$ cat src/rtl/multi_dataflow_streamer_gen.sv
// TCDM streamer: NB_IN load and NB_OUT store channels, each with a linear address generator and FIFO.
// Define MULTI_DATAFLOW_STREAMER_GEN_PERF_EN to build the per-port stall counters.
module multi_dataflow_streamer_gen #(
  parameter  int NB_IN  = 3,
  parameter  int NB_OUT = 1,
  parameter  int DW     = 32,
  parameter  int FD     = 4,
  localparam int MP     = NB_IN + NB_OUT
) (
  input  logic               clk_i,
  input  logic               rst_i,
  input  logic               clear_i,
  input  logic               enable_i,
  input  logic               start_i,
  input  logic [MP*32-1:0]   cfg_base_i,
  input  logic [MP*32-1:0]   cfg_stride_i,
  input  logic [MP*16-1:0]   cfg_len_i,
  output logic [MP-1:0]      tcdm_req_o,
  input  logic [MP-1:0]      tcdm_gnt_i,
  output logic [MP*32-1:0]   tcdm_add_o,
  output logic [MP-1:0]      tcdm_wen_o,
  output logic [MP*DW/8-1:0] tcdm_be_o,
  output logic [MP*DW-1:0]   tcdm_data_o,
  input  logic [MP*DW-1:0]   tcdm_r_data_i,
  input  logic [MP-1:0]      tcdm_r_valid_i,
  output logic [NB_IN-1:0]   src_valid_o,
  input  logic [NB_IN-1:0]   src_ready_i,
  output logic [NB_IN*DW-1:0] src_data_o,
  input  logic [NB_OUT-1:0]  snk_valid_i,
  output logic [NB_OUT-1:0]  snk_ready_o,
  input  logic [NB_OUT*DW-1:0] snk_data_i,
  output logic               busy_o,
  output logic               done_o,
  output logic [MP*16-1:0]   stall_cnt_o
);
  localparam int PW = $clog2(FD);
  localparam logic [PW:0]   CNT_FULL   = (PW+1)'(FD);
  localparam logic [PW+1:0] CREDIT_MAX = (PW+2)'(FD);

  typedef enum logic [1:0] {ST_IDLE, ST_RUN, ST_DONE} state_e;

  state_e state_q, state_d;
  logic run, start_acc;
  logic [MP-1:0] ch_done;
  logic [MP*32-1:0] stride_q, stride_d;
  logic [MP*16-1:0] len_q, len_d;

  always_ff @(posedge clk_i or posedge rst_i) begin
    if (rst_i) state_q <= ST_IDLE;
    else       state_q <= state_d;
  end

  always_comb begin
    state_d = state_q;
    case (state_q)
      ST_IDLE: if (start_i) state_d = ST_RUN;
      ST_RUN:  if (&ch_done) state_d = ST_DONE;
      ST_DONE: state_d = ST_IDLE;
      default: state_d = ST_IDLE;
    endcase
    if (clear_i) state_d = ST_IDLE;
  end

  always_comb begin
    busy_o = (state_q != ST_IDLE);
    done_o = (state_q == ST_DONE);
  end

  assign run       = (state_q == ST_RUN);
  assign start_acc = (state_q == ST_IDLE) & start_i & ~clear_i;
  assign tcdm_be_o = '1;

  // Shadow copy of the job description; cfg_* may change freely once the job runs.
  always_comb begin
    stride_d = stride_q;
    len_d    = len_q;
    if (start_acc) begin
      stride_d = cfg_stride_i;
      len_d    = cfg_len_i;
    end
  end

  always_ff @(posedge clk_i or posedge rst_i) begin
    if (rst_i) begin
      stride_q <= '0;
      len_q    <= '0;
    end else begin
      stride_q <= stride_d;
      len_q    <= len_d;
    end
  end

  for (genvar i = 0; i < MP; i++) begin : g_ch
    localparam bit IS_LD = (i < NB_IN);
    logic [31:0]   addr_q, addr_d;
    logic [15:0]   iss_q, iss_d, xfer_q, xfer_d, len;
    logic [PW-1:0] wp_q, wp_d, rp_q, rp_d;
    logic [PW:0]   cnt_q, cnt_d;
    logic          pend_q, pend_d, hold_q, hold_d;
    logic [DW-1:0] mem_q [FD];
    logic [DW-1:0] push_data;
    logic          req, grant, push, pop, xfer, empty, full;

    assign len   = len_q[i*16 +: 16];
    assign empty = (cnt_q == '0);
    assign full  = (cnt_q == CNT_FULL);
    assign grant = req & tcdm_gnt_i[i];
    assign tcdm_req_o[i]         = req;
    assign tcdm_add_o[i*32 +: 32] = addr_q;

    if (IS_LD) begin : g_ld
      logic [PW+1:0] credit;
      // FIFO slots plus the read in flight bound the requests, so responses never overflow.
      assign credit = {1'b0, cnt_q} + {{(PW+1){1'b0}}, pend_q};
      assign req    = run & (hold_q | (enable_i & (iss_q < len) & (credit < CREDIT_MAX)));
      assign push   = pend_q & tcdm_r_valid_i[i];
      assign push_data = tcdm_r_data_i[i*DW +: DW];
      assign pop    = ~empty & src_ready_i[i];
      assign xfer   = pop;
      assign ch_done[i] = (xfer_q == len);
      assign src_valid_o[i]        = ~empty;
      assign src_data_o[i*DW +: DW] = empty ? '0 : mem_q[rp_q];
      assign tcdm_wen_o[i]          = 1'b1;
      assign tcdm_data_o[i*DW +: DW] = '0;
    end else begin : g_st
      localparam int S = i - NB_IN;
      logic rdy, unused_rd;
      assign rdy    = run & ~full & (xfer_q < len);
      assign push   = rdy & snk_valid_i[S];
      assign push_data = snk_data_i[S*DW +: DW];
      assign req    = run & (hold_q | (enable_i & ~empty & (iss_q < len)));
      assign pop    = grant;
      assign xfer   = push;
      assign ch_done[i] = (iss_q == len);
      assign snk_ready_o[S]          = rdy;
      assign tcdm_wen_o[i]           = ~req;
      assign tcdm_data_o[i*DW +: DW] = req ? mem_q[rp_q] : '0;
      assign unused_rd = ^{tcdm_r_data_i[i*DW +: DW], tcdm_r_valid_i[i], pend_q};
    end

    always_comb begin
      addr_d = addr_q;
      iss_d  = iss_q;
      xfer_d = xfer_q;
      wp_d   = wp_q;
      rp_d   = rp_q;
      pend_d = IS_LD & grant;
      hold_d = req & ~tcdm_gnt_i[i];
      if (grant) begin
        addr_d = addr_q + stride_q[i*32 +: 32];
        iss_d  = iss_q + 16'd1;
      end
      if (xfer) xfer_d = xfer_q + 16'd1;
      if (push) wp_d = wp_q + PW'(1);
      if (pop)  rp_d = rp_q + PW'(1);
      cnt_d = cnt_q + (PW+1)'(push) - (PW+1)'(pop);
      if (clear_i | start_acc) begin
        addr_d = start_acc ? cfg_base_i[i*32 +: 32] : '0;
        iss_d  = '0;
        xfer_d = '0;
        wp_d   = '0;
        rp_d   = '0;
        cnt_d  = '0;
        pend_d = 1'b0;
        hold_d = 1'b0;
      end
    end

    always_ff @(posedge clk_i or posedge rst_i) begin
      if (rst_i) begin
        addr_q <= '0;
        iss_q  <= '0;
        xfer_q <= '0;
        wp_q   <= '0;
        rp_q   <= '0;
        cnt_q  <= '0;
        pend_q <= 1'b0;
        hold_q <= 1'b0;
      end else begin
        addr_q <= addr_d;
        iss_q  <= iss_d;
        xfer_q <= xfer_d;
        wp_q   <= wp_d;
        rp_q   <= rp_d;
        cnt_q  <= cnt_d;
        pend_q <= pend_d;
        hold_q <= hold_d;
      end
    end

    always_ff @(posedge clk_i) begin
      if (push) mem_q[wp_q] <= push_data;
    end

`ifdef MULTI_DATAFLOW_STREAMER_GEN_PERF_EN
    logic [15:0] stall_q, stall_d;
    always_comb begin
      stall_d = stall_q;
      if (clear_i | start_acc) stall_d = '0;
      else if (run & req & ~tcdm_gnt_i[i] & (stall_q != 16'hFFFF)) stall_d = stall_q + 16'd1;
    end
    always_ff @(posedge clk_i or posedge rst_i) begin
      if (rst_i) stall_q <= '0;
      else       stall_q <= stall_d;
    end
    assign stall_cnt_o[i*16 +: 16] = stall_q;
`else
    assign stall_cnt_o[i*16 +: 16] = '0;
`endif
  end
endmodule
$ cat config.mk
export PLATFORM = sky130hd
export DESIGN_NAME = multi_dataflow_streamer_gen
export DESIGN_NICKNAME = d
export VERILOG_FILES = /design/src/rtl/multi_dataflow_streamer_gen.sv
export SDC_FILE = /design/constraint.sdc
export NUM_CORES = 2
export LEC_CHECK = 0
export BUFFER_PORTS_ARGS = -buffer_cell sky130_fd_sc_hd__buf_2
export CORE_MARGIN = 3
export CORE_UTILIZATION = 35
export DETAILED_ROUTE_END_ITERATION = 10
export SYNTH_ARGS = -nofsm -noshare
export SYNTH_HDL_FRONTEND = slang
export SYNTH_SLANG_ARGS = --single-unit
$ cat constraint.sdc
create_clock -name clk_i -period 17.9 [get_ports clk_i]
set_input_delay 3.58 -clock clk_i [delete_from_list [all_inputs] [get_ports clk_i]]
set_output_delay 3.58 -clock clk_i [all_outputs]
set_load 0.005 [all_outputs]
Yosys cells after proc, flatten, opt, wreduce, memory -nomap -nowiden
Memories as Yosys holds them, arrays and structs flattened.
Cells that the tools add are included.

cells by class
  equality and inequality tests = 9
  bitwise operators = 47
  order comparisons = 8
  $add $sub $neg = 31
  multiplexer cells = 71
  reduce and logical (&&, ||, !) cells = 19

operators by type and width
  operator                                                                       count
  32-bit two-way mux                                                             16
  16-bit two-way mux                                                             16
  16-bit by 1-bit adder with 16-bit output (second input constant)               8
  32-bit adder                                                                   4
  16-bit less-than comparator                                                    5
  16-bit equality test                                                           4
  2-bit two-way mux                                                              19
  1-bit AND                                                                      31
  2-bit nonzero test                                                             12
  2-bit by 1-bit adder with 2-bit output (second input constant)                 8
  1-bit two-way mux                                                              15
  3-bit by 1-bit adder with 3-bit output                                         4
  3-bit by 1-bit adder with 4-bit output                                         3
  3-bit logical NOT                                                              4
  4-bit by 3-bit less-than comparator with 1-bit output (second input constant)  3
  3-bit two-way mux                                                              4
  3-bit by 1-bit subtractor with 3-bit output                                    4
  1-bit NOT                                                                      11
  1-bit bitwise OR                                                               5
  2-bit case mux with 2 select lines                                             1
  4-bit AND reduction                                                            1
  3-bit equality test (second input constant)                                    1
  3-bit by 2-bit inequality test with 1-bit output (second input constant)       1
  3-bit inequality test (second input constant)                                  1
  4 further kinds                                                                4

storage, ports and cells
  logic and storage cells = 223
  bits in registers = 485
  memories kept = 4
  bits in writable memories = 512
  input port bits = 497
  output and inout bits = 446

memory list
  memory         words  bits a word  rd ports  clocked after Yosys merged registers in  write ports  RTL line  source
  g_ch[0].mem_q  4      32           1         0                                        1            100       logic [DW-1:0] mem_q [FD];
  g_ch[1].mem_q  4      32           1         0                                        1            100
  g_ch[2].mem_q  4      32           1         0                                        1            100
  g_ch[3].mem_q  4      32           1         0                                        1            100

Depth between registers and ports, before layout
  depth in word-level cells = 9
  depth in mapped cells = 21
  gate-level depth less buffers = 19

Worst setup path after synthesis
OpenSTA, ideal clock, no wires.

  path kind = in2out
  start = input port enable_i
  end = output port tcdm_data_o[118]
  stages = 8
  path slack = 9.469 ns
  path buffers = 1
  required time = 14.320 ns
  data arrival time = 4.851 ns
  cells stage by stage = clkinv_1 > a2111oi_0 > o31ai_1 > a21oi_1 > nand2_1 > inv_2 > clkbuf_1 > and2_1

on the way
  longest elaborated chain between the ends = 5

RTL lines
  what                    RTL line  source
  start, declared         13        input logic enable_i,
  1-bit AND (2 in a row)  131       assign req = run & (hold_q | (enable_i & ~empty & (iss_q < len)));
  1-bit bitwise OR        131
  1-bit AND               131
  net g_ch[3].req         102       logic req, grant, push, pop, xfer, empty, full;
  32-bit two-way mux      137       assign tcdm_data_o[i*DW +: DW] = req ? mem_q[rp_q] : '0;
  end, declared           23        output logic [MP*DW-1:0] tcdm_data_o,

The timed path passes the listed nets, and every way through them passes these cells.

Worst setup path in the final report
  start = input port enable_i
  end = output port tcdm_data_o[107]

on the way
  longest elaborated chain between the ends = 5

RTL lines
  what                    RTL line
  1-bit AND (2 in a row)  131
  1-bit bitwise OR        131
  1-bit AND               131
  32-bit two-way mux      137

Every way passes these cells.

==> run_results.csv <==
group,metric,value,unit
run_status,status,"completed",
clock_network,numCtsBuffers,112,
placement,port_buffers,730,
synth,synth-edff-count,512,
hold_path,min_path_type,"reg -> reg",
timing,setup_slack,8.18,ns
die,die_h,385,µm
die,die-area,0.148,mm²
timing,hold_viol_final,0,
routing,first_pass_iters,5,
synth,synthSimpleGateAreaFrac,11.0,%
timing,grt_setup_unrepaired,"no",
setup_path,cp.required,14.32,ns
clock_network,path_clk_slew,0.06,ns
setup_path,start_kind,"primary input",
setup_path,worstPathArrival,6.14,ns
synth,ys_ff_latch,997,
timing,min_period,9.72,ns
synth,synthFlopType,"edfxtp_1",
routing,drc,0,
clock_network,clk_path_buf_depth,3,
clock_network,cts-resized-gates,0,
clock_network,cts_tree,"built",
flow_run,cap_violations,0,
clock_network,clock-sinks,997,
clock_network,clk_latency,0.75,ns
finish,drive_above_1_share,25.5,%
synth,ys_seq_area_share,54.7,%
die,ios,943,
synth,synth_cell_type_count,96,
setup_path,end_kind,"output pin",
global_routing,grt_pass1_vias,34788,
setup_path,critPathBufInv,4,
synth,synth_cells,4164,
synth,muxShareOfSynthArea,9.08,%
timing,timing.final.crit_share,54.3,%
setup_path,crit_fanout,34,
die,die_x,385,µm
global_routing,grt_max_degree,180,
timing,worstMarginPinSlew,1.37,ns
die,initial_core_util,35.4,%
placement,gp_congestion,0.870,
die,core,0.142,mm²
routing,drt-initial-drc-count,2198,
setup_path,cp_slowest_cell,"a2111oi_0",
clock_network,cts-htree-levels,3,
timing,fin_setup_tns,0,ns
timing,fmax,103,MHz
timing,slew_headroom,8.95,%
finish,layout-area-overhead-vs-synth,18.2,%
global_routing,antenna_found_initial,60,
finish,final_common_cell,"buf_2",
routing,routedWlPerCell,21.3,µm
finish,final_nets,5621,
routing,viasPerCell,5.04,
clock_network,cts_root_buffer,"clkbuf_16",
finish,design_area,0.0595,mm²
timing,finClkSkew,0.0618,ns
global_routing,grt_usage,19.3,%
power,p_total,6.18,mW
global_routing,grt_pass1_wl,218000,µm
finish,mostFrequentLayoutCells,"729 x buf_2, 512 x edfxtp_1, 480 x dfrtp_1, 335 x nor2_1, 314 x nand2_1",
die,rows,138,
power,leakage,25.2,nW
timing,setup_viol,0,
placement,dpl.hpwl,105000,µm
synth,yosys.area_share.xor_xnor,4.26,%
synth,avgSynthCellArea,12.1,µm²
placement,place_ws,8.05,ns
setup_path,path_class,"in -> out",
synth,synth-compound-area-share,9.67,%
synth,synth_warnings,0,
synth,synthAdderAreaFrac,6.16,%
global_routing,overflow,0,
setup_path,crit_path_frequent_cell,"buf_2",
setup_path,worstPathCellList,"buf_2 -> clkinv_1 -> a2111oi_0 -> o31ai_1 -> a21oi_1 -> nand2_1 -> inv_2 -> and2_1 -> buf_2",
setup_path,slowest_delay,0.78,ns
routing,vias,34823,
placement,placed_area,0.0554,mm²
setup_path,cpLargestDelayFamily,"compound AO/OA/AOI/OAI gates",
routing,ant_nets,0,
routing,postRouteWirelength,147000,µm
power,ir_drop,0.0881,mV
timing,drv_slew,0,
synth,netlist_area,0.0503,mm²
power,power_density,104,mW/mm²
synth,synth_top_family_by_area,"simple AND/OR/NAND/NOR gates",
clock_network,postCtsSetupBuffers,0,
synth,async_reset_ff_share,48.6,%
clock_network,ctsHoldBuffers,0,
## per-layer routing
layer / vias to the layer above / share of wire, % / track usage (%)
li1: 16290 / - / -
met1: 17260 / 41 / 24.4
met2: 1015 / 49 / 32.3
met3: 232 / 7.1 / 4.58
met4: 26 / 2.7 / 6.43
met5: - / 0.12 / 0
## power breakdown
group	switching (mW)	internal (mW)	total [mW]
Clock	0.997	1.43	2.42
Combinational	0.638	0.476	1.11
Sequential	0.101	2.54	2.64
Total	1.74	4.44	6.18
## stage by stage
step	cells	utilization, %	hold slack [ns]
floorplan	4341	-	0.452
global placement	6657	39.0	0.473
detailed placement	6657	39.0	0.477
CTS	6870	41.8	0.485
global route	6886	41.8	0.518
finish	6909	41.9	0.479
## cell usage after synthesis, drive strengths merged, types with 14 or more instances
master / n / share of area, %
a2111oi: 14 / 0.29
a211oi: 75 / 1.1
a21o: 80 / 1.2
a21oi: 198 / 2.0
a311oi: 45 / 0.78
and2: 157 / 2.0
and3: 47 / 0.59
buf: 217 / 3.0
clkbuf: 133 / 0.99
dfrtp: 485 / 24
edfxtp: 512 / 31
ha: 235 / 5.8
inv: 147 / 1.1
mux2: 131 / 2.9
mux2i: 21 / 0.42
mux4: 128 / 5.7
nand2: 316 / 2.4
nand2b: 18 / 0.22
nand3: 71 / 0.71
nand4: 46 / 0.57
nor2: 337 / 2.5
nor2b: 24 / 0.30
nor3: 62 / 0.63
nor4: 16 / 0.21
o211ai: 15 / 0.22
o21a: 18 / 0.27
o21ai: 166 / 1.7
o21bai: 15 / 0.22
o31ai: 14 / 0.21
or3: 29 / 0.36
xnor2: 110 / 1.9
xor2: 135 / 2.3
## cell families (layout without fill, tap and decap cells)
family                   Yosys count  count (layout)
other                              2             218
adder cells (fa/ha/maj)          243             243
flip-flops                       997             997
AO/OA/AOI/OAI                    737             737
XOR/XNOR                         245             245
buffers and inverters            501            1140
multiplexers                     280             280
AND/OR/NAND/NOR                 1159            1159
## flip-flops by register name, indices dropped and copies added (netlist names)
register,cells
g_ch.mem_q,512
g_ch.addr_q,128
stride_q,128
g_ch.iss_q,64
g_ch.xfer_q,64
len_q,64
g_ch.cnt_q,12
g_ch.rp_q,8
g_ch.wp_q,8
g_ch.hold_q,4
g_ch.pend_q,3
state_q,2
## layout make-up
class / instances / area, µm²
multi-input cells: 2843 / 21000
clock buffers: 149 / 3130
diodes: 39 / 97.6
clock inverters: 64 / 825
well taps: 1890 / 2360
fillers: 13482 / 82600
flip-flops and latches: 997 / 27500
repair buffers: 777 / 4040
inverters: 150 / 571
## path summary, 6_finish.rpt
kind,start,end,slack (ns),depth (start not counted)
worst min-delay path,g_ch[0].iss_q[15],g_ch[0].iss_q[15],0.48,1
worst max-delay path,enable_i,tcdm_data_o[107],8.18,9
worst max register to register,len_q[62],g_ch[3].cnt_q[2],13.05,20
worst min register to register,g_ch[0].iss_q[15],g_ch[0].iss_q[15],0.48,1
min in group asynchronous,rst_i,g_ch[3].rp_q[1],2.90,2
max in group asynchronous,rst_i,g_ch[0].rp_q[0],12.63,4
No activity file was read; power rests on OpenSTA's default activity.
